$ cat src/rtl/cla_pipe_addsub.sv
// Pipelined add/subtract: SEG bits per stage using 4-bit carry-lookahead groups,
// with operand skew and sum de-skew registers and a single global advance/stall.
module cla_pipe_addsub #(
  parameter int WIDTH = 32,
  parameter int SEG   = 8
) (
  input  logic             clk,
  input  logic             rst,
  input  logic             in_valid,
  output logic             in_ready,
  input  logic [WIDTH-1:0] a,
  input  logic [WIDTH-1:0] b,
  input  logic             ci,
  input  logic             sub,
  output logic             out_valid,
  input  logic             out_ready,
  output logic [WIDTH-1:0] s,
  output logic             co,
  output logic             ov,
  output logic             z,
  output logic             n
);

  localparam int STAGES = (SEG > 0) ? WIDTH / SEG : 1;

  if (SEG < 4 || (WIDTH % SEG) != 0 || (SEG % 4) != 0 || WIDTH < 8 || WIDTH > 64) begin : g_bad_param
    $error("cla_pipe_addsub: illegal WIDTH/SEG combination");
  end

  logic adv;
  assign adv      = !out_valid | out_ready;
  assign in_ready = adv;

  for (genvar k = 0; k < STAGES; k++) begin : g_stage
    // Operand bits still to be added enter this stage; the low SEG are consumed here.
    localparam int RW = WIDTH - k * SEG;

    logic [RW-1:0]        src_a, src_b;
    logic                 src_c, src_v;
    logic [SEG-1:0]       gen, prop, seg_sum;
    logic [SEG:0]         c;
    logic [(k+1)*SEG-1:0] nxt_acc;
    logic                 vld, cry;
    logic [(k+1)*SEG-1:0] acc;

    if (k == 0) begin : g_first
      assign src_a   = a;
      assign src_b   = b ^ {WIDTH{sub}};
      assign src_c   = ci ^ sub;
      assign src_v   = in_valid;
      assign nxt_acc = seg_sum;
    end else begin : g_next
      assign src_a   = g_stage[k-1].g_fwd.op_a;
      assign src_b   = g_stage[k-1].g_fwd.op_b;
      assign src_c   = g_stage[k-1].cry;
      assign src_v   = g_stage[k-1].vld;
      assign nxt_acc = {seg_sum, g_stage[k-1].acc};
    end

    assign gen  = src_a[SEG-1:0] & src_b[SEG-1:0];
    assign prop = src_a[SEG-1:0] ^ src_b[SEG-1:0];
    assign c[0] = src_c;

    // Lookahead inside each 4-bit group; group carries chain to the next group.
    for (genvar j = 0; j < SEG; j += 4) begin : g_grp
      assign c[j+1] = gen[j] | (prop[j] & c[j]);
      assign c[j+2] = gen[j+1] | (prop[j+1] & gen[j]) | (prop[j+1] & prop[j] & c[j]);
      assign c[j+3] = gen[j+2] | (prop[j+2] & gen[j+1]) | (prop[j+2] & prop[j+1] & gen[j])
                    | (prop[j+2] & prop[j+1] & prop[j] & c[j]);
      assign c[j+4] = gen[j+3] | (prop[j+3] & gen[j+2]) | (prop[j+3] & prop[j+2] & gen[j+1])
                    | (prop[j+3] & prop[j+2] & prop[j+1] & gen[j])
                    | (prop[j+3] & prop[j+2] & prop[j+1] & prop[j] & c[j]);
    end

    assign seg_sum = prop ^ c[SEG-1:0];

    always_ff @(posedge clk or posedge rst) begin
      if (rst) begin
        vld <= 1'b0;
        cry <= 1'b0;
        acc <= '0;
      end else if (adv) begin
        vld <= src_v;
        cry <= c[SEG];
        acc <= nxt_acc;
      end
    end

    if (k < STAGES - 1) begin : g_fwd
      logic [RW-SEG-1:0] op_a, op_b;
      always_ff @(posedge clk or posedge rst) begin
        if (rst) begin
          op_a <= '0;
          op_b <= '0;
        end else if (adv) begin
          op_a <= src_a[RW-1:SEG];
          op_b <= src_b[RW-1:SEG];
        end
      end
    end else begin : g_last
      always_ff @(posedge clk or posedge rst) begin
        if (rst) begin
          ov <= 1'b0;
          z  <= 1'b0;
          n  <= 1'b0;
        end else if (adv) begin
          ov <= c[SEG] ^ c[SEG-1];
          z  <= (nxt_acc == '0);
          n  <= seg_sum[SEG-1];
        end
      end
    end
  end

  assign out_valid = g_stage[STAGES-1].vld;
  assign s         = g_stage[STAGES-1].acc;
  assign co        = g_stage[STAGES-1].cry;

endmodule

$ cat config.mk
export PLATFORM = sky130hd
export DESIGN_NAME = cla_pipe_addsub
export DESIGN_NICKNAME = d
export VERILOG_FILES = /design/src/rtl/cla_pipe_addsub.sv
export SDC_FILE = /design/constraint.sdc
export NUM_CORES = 1
export LEC_CHECK = 0
export BUFFER_PORTS_ARGS = -buffer_cell sky130_fd_sc_hd__buf_2
export CORE_ASPECT_RATIO = 0.8
export CORE_MARGIN = 1
export CORE_UTILIZATION = 30
export CTS_BUF_LIST = sky130_fd_sc_hd__clkbuf_16
export DETAILED_ROUTE_END_ITERATION = 16
export PLACE_DENSITY = 0.57
export SYNTH_ARGS = -nofsm -noshare
export SYNTH_HDL_FRONTEND = slang
export SYNTH_SLANG_ARGS = --single-unit
$ cat constraint.sdc
create_clock -name clk -period 6.5 [get_ports clk]
set_clock_uncertainty 0.05 [all_clocks]
set_input_delay 0.975 -clock clk [delete_from_list [all_inputs] [get_ports clk]]
set_output_delay 0.975 -clock clk [all_outputs]
set_load 0.02 [all_outputs]
==> results of run 1 <==
==> where the power goes <==
group          total (mW)  internal [mW]  leakage [nW]  switching [mW]
Combinational        1.89          0.735          2.53            1.15
Sequential           2.00           1.67          2.24           0.323
Clock                1.06          0.554         0.297           0.510
Total                4.95           2.96          5.06            1.98
==> cell usage after synthesis, types with 8 or more instances <==
master / n
xnor2_1: 32
o21ai_0: 41
buf_2: 19
dfrtp_1: 186
nor2_1: 28
xor2_1: 17
fa_1: 8
nand2_1: 417
nor4_1: 8
ha_1: 32
inv_1: 19
clkbuf_1: 22
a21oi_1: 29
==> path summary, 6_finish.rpt <==
check	start	endpoint	slack, ns	cells after the start
worst max-delay path	out_ready	in_ready	3.23	4
worst min-delay path	g_stage[1].acc[12]$_DFFE_PP0P_	g_stage[2].acc[12]$_DFFE_PP0P_	0.41	2
worst max register to register	g_stage[2].g_fwd.op_a[2]$_DFFE_PP0P_	z$_DFFE_PP0P_	3.61	10
worst min register to register	g_stage[1].acc[12]$_DFFE_PP0P_	g_stage[2].acc[12]$_DFFE_PP0P_	0.41	2
max in group asynchronous	rst	g_stage[1].g_fwd.op_b[4]$_DFFE_PP0P_	4.38	3
min in group asynchronous	rst	g_stage[2].acc[4]$_DFFE_PP0P_	0.69	2
==> cells by family after synthesis <==
kind of cell | Yosys count
mux | 1
simple gates | 486
flops | 186
xor+xnor | 49
buf+inv | 65
fa+ha+maj | 40
compound gates | 107
==> state kept, by name, summed over array words and instances (netlist names), 3 cells and up <==
signal and flops:
g_stage.g_fwd.op_b 48, g_stage.acc 48, g_stage.cry 3, g_stage.g_fwd.op_a 48, s 32, g_stage.vld 3
==> critical path, cell delays in order <==
cell	delay, ns
buf_2	0.11
nor2b_4	0.58
inv_6	0.30
buf_2	0.26
==> cell type report <==
type	count	area, um2
fillers	2937	17600
flip-flops and latches	186	4650
multi-input cells	683	3610
repair buffers	113	581
well taps	364	455
clock buffers	17	425
clock inverters	15	178
inverters	19	83.8
==> routing by layer <==
metal | track usage | up-vias
met1 | 0.196 | 2864
li1 | - | 3176
met2 | 0.193 | 75
met5 | 0 | -
met3 | 0.0287 | 15
met4 | 0.0358 | 0
==> per-stage QoR <==
| step | setup slack, ns | instance area (um2) | power, mW | instances |
|---|---|---|---|---|
| after global placement | 3.06 | 9390 | 3.89 | 1365 |
| final | 3.23 | 9990 | 4.95 | 1397 |
| after global routing | 3.08 | 9990 | 5.38 | 1397 |
| after floorplan | 0.418 | 8540 | 3.39 | 934 |
| after detailed placement | 2.95 | 9390 | 3.94 | 1365 |
| after CTS | 3.20 | 9990 | 5.03 | 1397 |
==> results.py, run 1 <==
metrics = {
    "timing": {
        "finalSetupTns_ns": 0,
        "holdWs_ns": 0.412,
        "relSlewSlack": 0.339,
        "rsz0062_at_grt": "no",
        "slew_viol_final": 0,
        "timing.final.crit_share": 0.503,
        "hold_viol_final": 0,
        "setup_violations": 0,
        "max_clock_freq_mhz": 306,
        "tightest_slew_ns": 0.991,
        "fin_crit_ns": 3.27,
    },
    "drt": {
        "dr_wl_met3_um": 581,
        "wl_met2_um": 7910,
        "num_vias": 6130,
        "ant_nets": 0,
        "highest_layer": "met4",
        "drt_wl_total_um": 18300,
        "drt-met1-wl_um": 9620,
        "wl_per_cell_um": 13.1,
        "vias_per_cell": 4.39,
        "firstDrtPassIters": 4,
        "drtIter0Drc": 293,
        "drc": 0,
    },
    "power_and_ir_drop": {
        "powerDensity_nw_per_um2": 495,
        "peakVddDrop_uv": 197,
        "power_leakage_nw": 5.06,
    },
    "worst_setup_path": {
        "cp-end-kind": "output port",
        "crit_path_start_kind": "input port",
        "crit_type": "input port to output port",
        "cp.arrival_ns": 2.25,
        "path_max_fanout": 47,
        "crit_required_ns": 5.47,
    },
    "yosys": {
        "synth_top_area_share": 0.545,
        "synth_cells": 934,
        "synth.cell_area_um2": 8540,
        "synth_xor_xnor_area_share": 0.0503,
        "synth.largest_area_cell": "dfrtp_1",
        "synthMuxAreaShare": 0.00117,
        "synthAdderAreaFrac": 0.0657,
        "ys_top_cells_by_area": "dfrtp_1 55%, nand2_1 18%, ha_1 4.7%",
        "synth_compound_area_frac": 0.0785,
        "synth-edff-count": 0,
        "avgSynthCellArea_um2": 9.14,
        "synth_top_family_by_area": "simple AND/OR/NAND/NOR gates",
        "synth-simple-area-share": 0.227,
        "synth_ff_type": "dfrtp_1",
        "yosysSeqAreaShare": 0.545,
        "synth_nets": 1044,
        "synthArstFlopShare": 1.00,
        "ys_ff_latch": 186,
        "ys_types": 51,
        "ys_warn_count": 0,
    },
    "global_route": {
        "antenna_found_initial": 0,
        "grt_pass1_wl_um": 30700,
        "grt_pass1_vias": 6064,
        "grt_max_degree": 134,
        "grt.total_usage": 0.132,
        "grt_overflow": 0,
    },
    "clock_tree": {
        "ctsResizeCount": 0,
        "htreeDepth": 4,
        "clk_latency_ns": 0.44,
        "post_cts_buffers": 0,
        "clock_path_buffers": 2,
        "cts_buffers": 17,
        "numClockSinks": 186,
        "cts-hold-fix-buffers": 0,
        "path_clk_slew_ns": 0.08,
        "cts_root_buf": "clkbuf_16",
        "cts_tree": "built",
    },
    "floorplanning": {
        "die_h_um": 153,
        "rows": 54,
        "die_w_um": 191,
        "floorplan.die_area_um2": 29100,
        "io_pins": 108,
        "start_util": 0.309,
        "coreArea_um2": 27600,
    },
    "final_layout": {
        "final_nets": 1130,
        "final_common_cell": "nand2_1",
        "diodes": 0,
        "area_growth_pct": 17.0,
        "drive_gt1_frac": 0.150,
        "post-route-util": 0.361,
        "final_cell_mix": "417 x nand2_1, 186 x dfrtp_1, 107 x buf_2",
    },
    "place": {
        "dpl.hpwl_um": 12300,
        "place_congestion": 0.775,
        "port_buffers": 107,
    },
    "run": {
        "max_cap_violations": 0,
    },
    "run_status": {
        "status": "finished clean",
    },
    "min_path": {
        "hold_path_class": "register to register",
    },
}
No activity file was read; power rests on OpenSTA's default activity.
==> run 2, diff against run 1 <==
ABC_AREA = 1   (was not set)
PLACE_DENSITY = 0.56   (was 0.57)
clock period = 2.7 ns   (was 6.5 ns; I/O delays follow)
==> run 2 against run 1 <==
Net effect:
- sequential power up 140%
- cell area up 0.98%
- worst hold slack worse by 0.34 ns
- die area up 1.4%
==> results.py, run 2 <==
metrics = {
    "run_status": {
        "status": "finished clean",
    },
    "clock_tree": {
        "clk_latency_ns": 0.42,
        "htreeDepth": 4,
        "cts_buffers": 17,
        "ctsResizeCount": 0,
        "clock_path_buffers": 2,
        "post_cts_buffers": 0,
        "numClockSinks": 186,
        "cts_tree": "built",
        "cts_root_buf": "clkbuf_16",
        "path_clk_slew_ns": 0.07,
        "cts-hold-fix-buffers": 0,
    },
    "timing": {
        "slew_viol_final": 0,
        "fin_ws_ns": 0.359,
        "max_clock_freq_mhz": 427,
        "setup_violations": 0,
        "hold_viol_final": 0,
        "rsz0062_at_grt": "no",
        "relSlewSlack": 0.570,
        "timing.final.crit_share": 0.867,
        "holdWs_ns": 0.0745,
        "finalSetupTns_ns": 0,
        "tightest_slew_ns": 0.645,
        "fin_crit_ns": 2.34,
    },
    "place": {
        "port_buffers": 107,
        "dpl_cell_area_um2": 9540,
        "dpl.hpwl_um": 13400,
        "place_congestion": 0.784,
        "pre_cts_slack_ns": 0.222,
    },
    "worst_setup_path": {
        "crit_family": "simple AND/OR/NAND/NOR gates",
        "crit_path_start_kind": "register",
        "cp.arrival_ns": 2.66,
        "crit_type": "register to register",
        "cp_num_buf_inv": 0,
        "path_cells": "ha_1, nand2_1, nor2_1, nand2_1, nand3_2, fa_1, nor2_1, and2_0, nand2_1, nor2_1, nand3_1, nor2_1, nand3_1, nand2_1",
        "crit_required_ns": 3.02,
        "slowest_stage": "fa_1",
        "path_max_fanout": 5,
        "max_stage_delay_ns": 0.43,
        "cp-end-kind": "register",
    },
    "floorplanning": {
        "coreArea_um2": 28400,
        "die_w_um": 192,
        "io_pins": 108,
        "die_h_um": 154,
        "start_util": 0.305,
        "floorplan.die_area_um2": 29600,
        "rows": 55,
    },
    "yosys": {
        "synth.cell_area_um2": 8660,
        "avgSynthCellArea_um2": 8.81,
        "yosysMostFrequentCell": "nand2_1",
        "ys_warn_count": 0,
        "synth_common_cells": "353 x nand2_1, 186 x dfrtp_1, 120 x o21ai_0",
        "ys_ff_latch": 186,
        "synth_nets": 1093,
        "synth_top_area_share": 0.537,
        "synth-edff-count": 0,
        "synth_cells": 983,
        "yosysSeqAreaShare": 0.537,
        "synthArstFlopShare": 1.00,
        "ys_types": 30,
        "synth_ff_type": "dfrtp_1",
        "synth.largest_area_cell": "dfrtp_1",
        "ys_top_cells_by_area": "dfrtp_1 54%, nand2_1 15%, o21ai_0 6.9%",
    },
    "run": {
        "max_cap_violations": 0,
    },
    "drt": {
        "wl_per_cell_um": 13.2,
        "vias_per_cell": 4.29,
        "wl_met2_um": 7510,
        "dr_wl_met3_um": 678,
        "drt-met1-wl_um": 10900,
        "drtIter0Drc": 346,
        "drt_wl_total_um": 19300,
        "num_vias": 6254,
        "drc": 0,
        "firstDrtPassIters": 4,
        "highest_layer": "met4",
        "ant_nets": 0,
    },
    "global_route": {
        "grt_pass1_vias": 6038,
        "grt_pass1_wl_um": 31900,
        "grt_overflow": 0,
        "grt.total_usage": 0.138,
        "grt_max_degree": 103,
        "antenna_found_initial": 1,
    },
    "power_and_ir_drop": {
        "peakVddDrop_uv": 462,
        "power_leakage_nw": 5.21,
        "total_power_mw": 11.6,
        "powerDensity_nw_per_um2": 1150,
    },
    "min_path": {
        "hold_path_class": "input port to asynchronous set/reset pin",
    },
    "final_layout": {
        "area_growth_pct": 16.5,
        "fillers": 2984,
        "final_common_cell": "nand2_1",
        "final_nets": 1185,
        "diodes": 0,
        "drive_gt1_frac": 0.142,
        "final_cell_mix": "353 x nand2_1, 186 x dfrtp_1, 120 x o21ai_0",
        "fin_area_um2": 10100,
        "top_regs": "g_stage.acc (48), g_stage.g_fwd.op_a (48), g_stage.g_fwd.op_b (48)",
    },
}
run 2: layout make-up:
type / instances / area [um2] / area share
sequential: 186 / 4650 / 0.461
multi-input combinational: 662 / 3410 / 0.338
timing repair buffer: 118 / 668 / 0.0662
tap: 370 / 463 / 0.0459
clock buffer: 17 / 425 / 0.0422
inverter: 90 / 344 / 0.0341
clock inverter: 15 / 126 / 0.0125
run 2: path summary, 6_finish.rpt:
kind                       cells past startpoint                                     to                                  from  slack (ns)
max reg2reg                                   14                          z$_DFFE_PP0P_  g_stage[2].g_fwd.op_b[1]$_DFFE_PP0P_        0.36
max                                           14                          z$_DFFE_PP0P_  g_stage[2].g_fwd.op_b[1]$_DFFE_PP0P_        0.36
min                                            3   g_stage[0].g_fwd.op_b[3]$_DFFE_PP0P_                                   rst        0.07
min in group clk                               3  g_stage[0].g_fwd.op_a[18]$_DFFE_PP0P_                                 a[26]        0.12
min reg2reg                                    2                  out_valid$_DFFE_PP0P_            g_stage[2].vld$_DFFE_PP0P_        0.40
max in group asynchronous                      3  g_stage[0].g_fwd.op_a[22]$_DFFE_PP0P_                                   rst        2.05
run 2: worst min-delay path, stage by stage:
cell and delay, ns:
buf_2 0.11, clkinvlp_4 0.10, buf_12 0.35
run 2: power breakdown:
group / total [mW] / internal [mW] / switching, mW
registers: 4.74 / 4.02 / 0.723
clock network: 2.38 / 1.27 / 1.11
logic: 4.49 / 1.66 / 2.82
total: 11.6 / 6.95 / 4.66
run 2: logic make-up after synthesis:
logic type	Yosys count	share of synthesized area
and+or+nand+nor	426	0.192
DFF	186	0.537
AOI/OAI and AO/OA	155	0.0935
buffers and inverters	135	0.0696
xor gates and xnor gates	41	0.0423
adders and majority gates	40	0.0647
run 2: metrics by stage:
stage	utilization	cells
2_1_floorplan	-	983
3_3_place_gp	0.336	1426
3_5_place_dp	0.336	1426
4_1_cts	0.356	1458
5_1_grt	0.356	1458
6_report	0.356	1458
run 2: layer usage:
| metal | vias to the layer above | GRT usage |
|---|---|---|
| met2 | 90 | 0.178 |
| li1 | 3271 | - |
| met3 | 10 | 0.0249 |
| met5 | - | 0 |
| met4 | 0 | 0.0472 |
| met1 | 2883 | 0.222 |
